### config.mk
export PLATFORM = sky130hd
export DESIGN_NAME = count_scan_ctrl
export DESIGN_NICKNAME = d
export VERILOG_FILES = /design/src/rtl/count_scan_ctrl.sv
export SDC_FILE = /design/constraint.sdc
export NUM_CORES = 1
export LEC_CHECK = 0
export ABC_AREA = 1
export BUFFER_PORTS_ARGS = -buffer_cell sky130_fd_sc_hd__buf_4
export CAP_MARGIN = 20
export CELL_PAD_IN_SITES_DETAIL_PLACEMENT = 0
export CELL_PAD_IN_SITES_GLOBAL_PLACEMENT = 2
export CORE_ASPECT_RATIO = 1.5
export CORE_MARGIN = 2
export CORE_UTILIZATION = 33
export CTS_CLUSTER_DIAMETER = 60
export DETAILED_ROUTE_END_ITERATION = 7
export HOLD_SLACK_MARGIN = 0.02
export PLACE_DENSITY = 0.77
export SYNTH_ARGS = -nofsm -noshare
export SYNTH_HDL_FRONTEND = slang
export SYNTH_SLANG_ARGS = --single-unit
export TNS_END_PERCENT = 20
### constraint.sdc
create_clock -name clk -period 3.2 [get_ports clk]
set_input_delay 0.32 -clock clk [delete_from_list [all_inputs] [get_ports clk]]
set_output_delay 0.32 -clock clk [all_outputs]
set_load 0.02 [all_outputs]
### src/rtl/count_scan_ctrl.sv
// rtl/count_scan_ctrl.sv - loadable 0..15 countdown with pause/resume and two-digit 7-segment display
module count_scan_ctrl #(
  parameter int TICK_DIV = 50000000
) (
  input  logic       clk,
  input  logic       rst,
  input  logic [3:0] sw,
  input  logic       load,
  input  logic       start,
  input  logic       pause,
  output logic [3:0] value,
  output logic [6:0] hex1,
  output logic [6:0] hex0,
  output logic       busy,
  output logic       done
);

  localparam int PW = $clog2(TICK_DIV);
  localparam logic [PW-1:0] PRESC_LAST = PW'(TICK_DIV - 1);
  localparam logic [6:0] SEG_BLANK = 7'b1111111;

  typedef enum logic [2:0] {
    st_idle,
    st_ready,
    st_run,
    st_hold,
    st_done
  } state_t;

  state_t        state, state_n;
  logic [3:0]    value_n;
  logic [PW-1:0] presc, presc_n;
  logic [3:0]    tens_n, units_n;
  logic [6:0]    hex1_n, hex0_n;

  // Active-low segments, bit6=g .. bit0=a
  function automatic logic [6:0] seg7(input logic [3:0] d);
    case (d)
      4'd0:    seg7 = 7'b1000000;
      4'd1:    seg7 = 7'b1111001;
      4'd2:    seg7 = 7'b0100100;
      4'd3:    seg7 = 7'b0110000;
      4'd4:    seg7 = 7'b0011001;
      4'd5:    seg7 = 7'b0010010;
      4'd6:    seg7 = 7'b0000010;
      4'd7:    seg7 = 7'b1111000;
      4'd8:    seg7 = 7'b0000000;
      4'd9:    seg7 = 7'b0010000;
      default: seg7 = SEG_BLANK;
    endcase
  endfunction

  always_comb begin
    state_n = state;
    value_n = value;
    presc_n = presc;
    case (state)
      st_idle, st_ready, st_done: begin
        if (load) begin
          value_n = sw;
          presc_n = '0;
          state_n = st_ready;
        end else if (state == st_ready && start) begin
          presc_n = '0;
          state_n = (value != 4'd0) ? st_run : st_done;
        end
      end
      st_run: begin
        // Pause wins over a coincident step: nothing moves this cycle
        if (pause) begin
          state_n = st_hold;
        end else if (presc == PRESC_LAST) begin
          presc_n = '0;
          if (value <= 4'd1) begin
            value_n = 4'd0;
            state_n = st_done;
          end else begin
            value_n = value - 4'd1;
          end
        end else begin
          presc_n = presc + PW'(1);
        end
      end
      st_hold: begin
        if (start && !pause) state_n = st_run;
      end
      default: state_n = st_idle;
    endcase
  end

  // Display decodes the next value so the registered segments never lag value
  always_comb begin
    tens_n  = (value_n > 4'd9) ? 4'd1 : 4'd0;
    units_n = (value_n > 4'd9) ? value_n - 4'd10 : value_n;
    hex1_n  = (state_n == st_idle) ? SEG_BLANK : seg7(tens_n);
    hex0_n  = (state_n == st_idle) ? SEG_BLANK : seg7(units_n);
  end

  always_ff @(posedge clk) begin
    if (rst) begin
      state <= st_idle;
      value <= 4'd0;
      presc <= '0;
      hex1  <= SEG_BLANK;
      hex0  <= SEG_BLANK;
      busy  <= 1'b0;
      done  <= 1'b0;
    end else begin
      state <= state_n;
      value <= value_n;
      presc <= presc_n;
      hex1  <= hex1_n;
      hex0  <= hex0_n;
      busy  <= (state_n == st_run) || (state_n == st_hold);
      done  <= (state_n == st_done);
    end
  end

endmodule
==> impl_metrics.tcl, run 1 <==
set metrics [dict create \
    outcome "finished clean" \
    dp_hpwl_mm 5.29 \
    drc 0 \
    synth_area_sq_um 2630 \
    pwr-share-comb_pct 29.7 \
    cts_tree "done" \
    die_w_um 76.9 \
    antennaDiodeCount 0 \
    powerDensity_nw_per_um2 565 \
    final_hold_viol_count 0 \
    grt_pass1_wl_mm 11.3 \
    overflow 0 \
    start_util_pct 34.3 \
    ant_nets 0 \
    r2r_start "value[0]" \
    p_int_uw 1140 \
    crit_path_start "value[0]" \
    p_leak_uw 0.00134 \
    io-pin-count 29 \
    grt_use_met1_pct 15.5 \
    drt_iter0_drc 110 \
    synth_nets 389 \
    startpoint_type "flop" \
    synth_seq_area_share_pct 33.5 \
    min_path_type "input port to flop" \
    drive_above_1_share_pct 19.9 \
    antenna_found_initial 0 \
    crit_end "hex0[0]" \
    max-clock-path-buffers 2 \
    synth_cell_types 48 \
    p_seq_share_pct 35.5 \
    coreArea_sq_um 7660 \
    finalCritPeriodShare_pct 84.7 \
    synth-seq-cells 44 \
    swShare_pct 34.3 \
    grt_max_degree 19 \
    cp.arrival_ps 2870 \
    ys_warn_count 0 \
    setup_tns_ps 0 \
    syn_avg_cell_area_sq_um 7.09 \
    layout_common_cells "78 x nand2_1, 49 x inv_1, 44 x dfxtp_1, 39 x nor2_1, 27 x buf_4" \
    synth-main-ff-cell "dfxtp_1" \
    clock_latency_ps 290 \
    vdd_drop_max_uv 268 \
    postCtsSetupRepairBufs 0 \
    place_inst 491 \
    clkTransAtPathRegs_ps 70 \
    worstSetupEndpointType "flop" \
    grt_setup_unrepaired "no" \
    rows 39 \
    cts_htree_levels 2 \
    setup_viol 0 \
    first_pass_iters 4 \
    path_max_fanout 6 \
    synth_edf_count 0 \
    vias_per_cell 4.81 \
    setup.worst_path.class "flop to flop" \
    r2r_slack_ps 490 \
    global_route.usage.met3_pct 2.87 \
    p_switching_uw 596 \
    routed_wl_mm 6.71 \
    cts_buffers 5 \
    cap_violations 0 \
    finalMaxSlewViolations 0 \
    instances_no_fill 499 \
    grtUsageMet2_pct 33.4 \
    die_area_sq_um 8710 \
    p_clk_share_pct 34.8 \
    syn_inst 371 \
    syn_to_final_growth_pct 16.8 \
    fin_crit_ps 2710 \
    busiest_layer "met2" \
    clock_sinks 44 \
    timing.rr.end "hex0[0]" \
    vias 2399 \
    worst_slew_pin_slew_ps 567 \
    grt_pass1_vias 2428 \
    post_cts_resized 0 \
    wire_per_inst_um 13.4 \
    clock_skew_ps 5.20 \
    die_h_um 113 \
    fmaxAchievable_mhz 369 \
    min_from "rst" \
    portBuffers 27 \
    slew_headroom_pct 61.9 \
    holdBufCountCts 0 \
    place.gp.congestion 0.771 \
    ctsRootBufferMaster "clkbuf_16" \
    worst-r2r-cell-count 17 \
    nets 414 \
    grt_use_total_pct 16.5 \
    worst_ep_required_time_ps 3360 \
    synthArstFlopShare_pct 0 \
    layout_commonest_cell "nand2_1" \
]
==> synthesized netlist by cell type (all sizes together), types with 2 or more instances <==
library cell,number,area [sq um]
nand2,89,372
inv,58,218
nor2,49,238
dfxtp,44,881
nand3,30,193
o21ai,17,96.4
a21oi,13,76.3
nor3,10,60.1
ha,9,113
buf,8,57.6
nand4,7,43.8
a211oi,6,45.0
a31oi,4,31.3
nor3b,3,27.5
o21a,3,22.5
o21bai,3,26.3
a221oi,2,17.5
clkinv,2,7.51
o31ai,2,15.0
or2,2,12.5
==> power by group through the flow <==
stage / logic, uW / clock network, uW / registers (uW)
finish: 515 / 604 / 615
detailed placement: 521 / 0 / 628
CTS: 522 / 632 / 616
global placement: 527 / 0 / 629
global route: 581 / 644 / 620
floorplan: 327 / 0 / 670
==> metal layers <==
metal | vias up | part of all wire, %
met5 | - | 0
met4 | 0 | 3.2
met3 | 16 | 2.4
met2 | 31 | 58
met1 | 1101 | 37
li1 | 1251 | -
==> area by class of cell <==
cell class | instances | area [sq um]
Inverter | 60 | 225
Clock buffer | 5 | 125
Clock inverter | 3 | 46.3
Sequential cell | 44 | 881
Fill cell | 825 | 4590
Timing Repair Buffer | 27 | 203
Multi-Input combinational cell | 258 | 1460
Tap cell | 102 | 128
==> flip-flops by register name, indices dropped and copies added (netlist names) <==
signal	flops
done	1
hex1	2
state	3
hex0	7
busy	1
presc	26
value	4
==> cell families (layout without fill, tap and decap cells) <==
logic type,count (synthesis),after routing,share of synthesized area [%]
AND/OR/NAND/NOR,192,192,36.6
buffers and inverters,69,95,10.9
AO/OA/AOI/OAI,55,55,14.2
flip-flops,44,44,33.5
adder cells (fa/ha/maj),9,9,4.28
other,1,1,0.143
XOR/XNOR,1,1,0.333
==> how the worst min path moves through the flow <==
stage | slack, ps | depth (start not counted) | endpoint
2_1_floorplan | 430 | 2 | presc[6]
4_1_cts | 370 | 2 | state[2]
3_3_place_gp | 450 | 2 | presc[6]
6_report | 370 | 2 | state[0]
3_5_place_dp | 460 | 2 | presc[6]
5_1_grt | 390 | 2 | value[3]
==> stage by stage <==
step                      power, uW  util, %  hold slack (ps)  cell area, sq um  setup slack [ps]
after floorplan                 997        -              435              2630               711
after global placement         1160     37.8              451              2900               417
after detailed placement       1150     37.8              460              2900               491
after CTS                      1770     40.1              368              3070               459
after global routing           1850     40.1              388              3070               142
final                          1740     40.1              374              3070               490
==> worst max-delay path, cell delays in order, from the launching register on <==
cell and delay (ps):
dfxtp_1 390, inv_1 110, ha_1 220, o21ai_0 390, o21ai_0 170, nand4_1 120
nand2_1 50, inv_1 50, nand2_1 40, nand2_1 80, nand2_2 120, o21ai_0 170
nand2_1 160, ha_1 220, inv_1 50, nand3_1 70, nand3_1 100, nand3_1 60
(Power assumes the default switching activity.)
==> run 2: changes to the inputs <==
--- a/config.mk
+++ b/config.mk
@@ -12,11 +12,11 @@
 export CELL_PAD_IN_SITES_GLOBAL_PLACEMENT = 2
 export CORE_ASPECT_RATIO = 1.5
 export CORE_MARGIN = 2
-export CORE_UTILIZATION = 33
+export CORE_UTILIZATION = 30
 export CTS_CLUSTER_DIAMETER = 60
 export DETAILED_ROUTE_END_ITERATION = 7
 export HOLD_SLACK_MARGIN = 0.02
-export PLACE_DENSITY = 0.77
+export PLACE_DENSITY = 0.74
 export SYNTH_ARGS = -nofsm -noshare
 export SYNTH_HDL_FRONTEND = slang
 export SYNTH_SLANG_ARGS = --single-unit
==> constraint.sdc (replaced) <==
create_clock -name clk -period 2.2 [get_ports clk]
set_input_delay 0.22 -clock clk [delete_from_list [all_inputs] [get_ports clk]]
set_output_delay 0.22 -clock clk [all_outputs]
set_load 0.02 [all_outputs]
==> run 2 against run 1 <==
  * The run now ends with setup timing left
  * Clock power grew 46%
  * Critical path depth shrank 1
  * Sequential power grew 45%
  * Wire length grew 11%
  * Non-clock buffer count grew 68
  * Combinational power grew 130%
  * Global-route usage grew 0.21 points
  * Via count grew 12%
  * Setup slack lost 500 ps
  * Flip-flop and latch count is the same
==> impl_metrics.tcl, run 2 (synthesized netlist as in run 1, its figures left out) <==
set metrics [dict create \
    utilization_pct 45.9 \
    die_h_um 119 \
    syn_to_final_growth_pct 47.8 \
    setup.worst_path.class "flop to flop" \
    cp.arrival_ps 2400 \
    ctsRootBufferMaster "clkbuf_16" \
    powerDensity_nw_per_um2 755 \
    io-pin-count 29 \
    r2r_slack_ps -10 \
    vias_per_cell 4.68 \
    setup_tns_ps -21.6 \
    grt_use_total_pct 16.7 \
    largest_register_ffs 26 \
    rows 41 \
    wire_per_inst_um 13.0 \
    reg_top3 "presc (26), hex0 (7), value (4)" \
    min_from "rst" \
    vias 2678 \
    hold_depth 2 \
    top_register "presc" \
    grt_setup_unrepaired "yes" \
    grt_max_degree 19 \
    cpMaxStageDelayCell "dfxtp_2" \
    dp_hpwl_mm 5.89 \
    start_util_pct 31.1 \
    path_delay_family "simple AND/OR/NAND/NOR gates" \
    cts_buffers 5 \
    min_path_type "input port to flop" \
    violations "setup timing" \
    final_hold_viol_count 0 \
    vdd_drop_max_uv 392 \
    timing.rr.end "hex0[3]" \
    place.gp.congestion 0.827 \
    cap_violations 0 \
    startpoint_type "flop" \
    drive_above_1_share_pct 42.2 \
    overflow 0 \
    whs_endpoint "value[3]" \
    r2r_start "presc[0]" \
    first_pass_iters 4 \
    portBuffers 27 \
    grt_pass1_vias 2650 \
    worst-r2r-cell-count 16 \
    cts_tree "done" \
    coreArea_sq_um 8460 \
    fmaxAchievable_mhz 451 \
    routed_wl_mm 7.44 \
    p_leak_uw 0.00173 \
    cp_slowest_stage_delay_ps 350 \
    antenna_found_initial 0 \
    antennaDiodeCount 0 \
    setup_viol 2 \
    nets 482 \
    clkTransAtPathRegs_ps 70 \
    outcome "complete, but fails checks" \
    fin_crit_ps 2210 \
    worst_ep_required_time_ps 2390 \
    finalCritPeriodShare_pct 101 \
    layout_commonest_cell "buf_4" \
    cts_htree_levels 2 \
    clock_latency_ps 290 \
    die_w_um 80.4 \
    ant_nets 0 \
    path_max_fanout 5 \
    clock_skew_ps 4.12 \
    worstSetupEndpointType "flop" \
    drc 0 \
    crit_chain "ha_4 -> inv_4 -> nor2_4 -> nand3_4 -> nor2_8 -> nand3_4 -> o21bai_4 -> nand2_2 -> a21oi_4 -> nand3_2 -> nand2_4 -> ha_4 -> inv_2 -> nand3_2 -> nand3_2 -> nand3_2" \
    finalMaxSlewViolations 0 \
    critical_path_buf_inv_count 2 \
    grt_pass1_wl_mm 12.4 \
    drt_iter0_drc 56 \
    max-clock-path-buffers 2 \
    layout_common_cells "91 x buf_4, 66 x nand2_1, 41 x inv_1, 39 x dfxtp_1, 36 x nor2_1" \
    path_common_cell "nand3_2" \
    fin_ws_ps -15.0 \
    clock_sinks 44 \
    die_area_sq_um 9540 \
]
==> run 2: worst max-delay path by stage <==
stage / from / to / slack (ps) / cells past startpoint
2_1_floorplan: value[1] / hex0[3] / 20 / 16
3_3_place_gp: presc[22] / hex0[1] / -140 / 16
3_5_place_dp: presc[22] / hex0[0] / -150 / 15
4_1_cts: presc[0] / hex0[3] / -40 / 17
5_1_grt: presc[0] / hex0[3] / -170 / 16
6_report: presc[0] / hex0[3] / -10 / 16
==> run 2: final cells by class <==
class,count,area [sq um]
Inverter,60,230
Clock inverter,3,46.3
Tap cell,107,134
Sequential cell,44,890
Clock buffer,5,125
Timing Repair Buffer,95,728
Fill cell,872,4580
Multi-Input combinational cell,258,1730
==> run 2: worst reg2reg max path, delay by kind of cell (launching register included) <==
kind / cells / cell delay [ps]
flops: 1 / 350
fa+ha+maj: 2 / 350
simple gates: 10 / 980
buf+inv: 2 / 90
compound gates: 2 / 350
==> run 2: stage by stage <==
stage / power, uW / area (sq um) / hold slack [ps] / setup slack [ps] / instances
6_report: 2930 / 3880 / 274 / -15.0 / 572
5_1_grt: 3110 / 3880 / 277 / -167 / 572
4_1_cts: 2800 / 3670 / 275 / -36.2 / 569
3_5_place_dp: 1830 / 3390 / 451 / -150 / 558
3_3_place_gp: 1820 / 3390 / 450 / -143 / 558
2_1_floorplan: 1460 / 2650 / 435 / 19.4 / 371
==> run 2: where the power goes <==
part	internal, uW	switching, uW	leakage [uW]
sequential	862	31.7	0.000361
combinational	494	666	0.00128
clock	540	341	0.0000804
total	1900	1040	0.00173
==> run 2: what timing repair did <==
action / in CTS / in global routing
hold buffers: 0 / 0
gates resized for setup: 23 / 43
pin swaps: 13 / 19
buffers inserted: 3 / 3
setup endpoints to repair: 7 / 15
==> run 2: layer usage <==
layer / up-vias / part of all wire, % / global-route usage [%]
met2: 31 / 58 / 33.1
met1: 1252 / 37 / 16.7
met4: 0 / 2.6 / 6.14
li1: 1383 / - / -
met3: 12 / 1.9 / 2.67
met5: - / 0 / 0
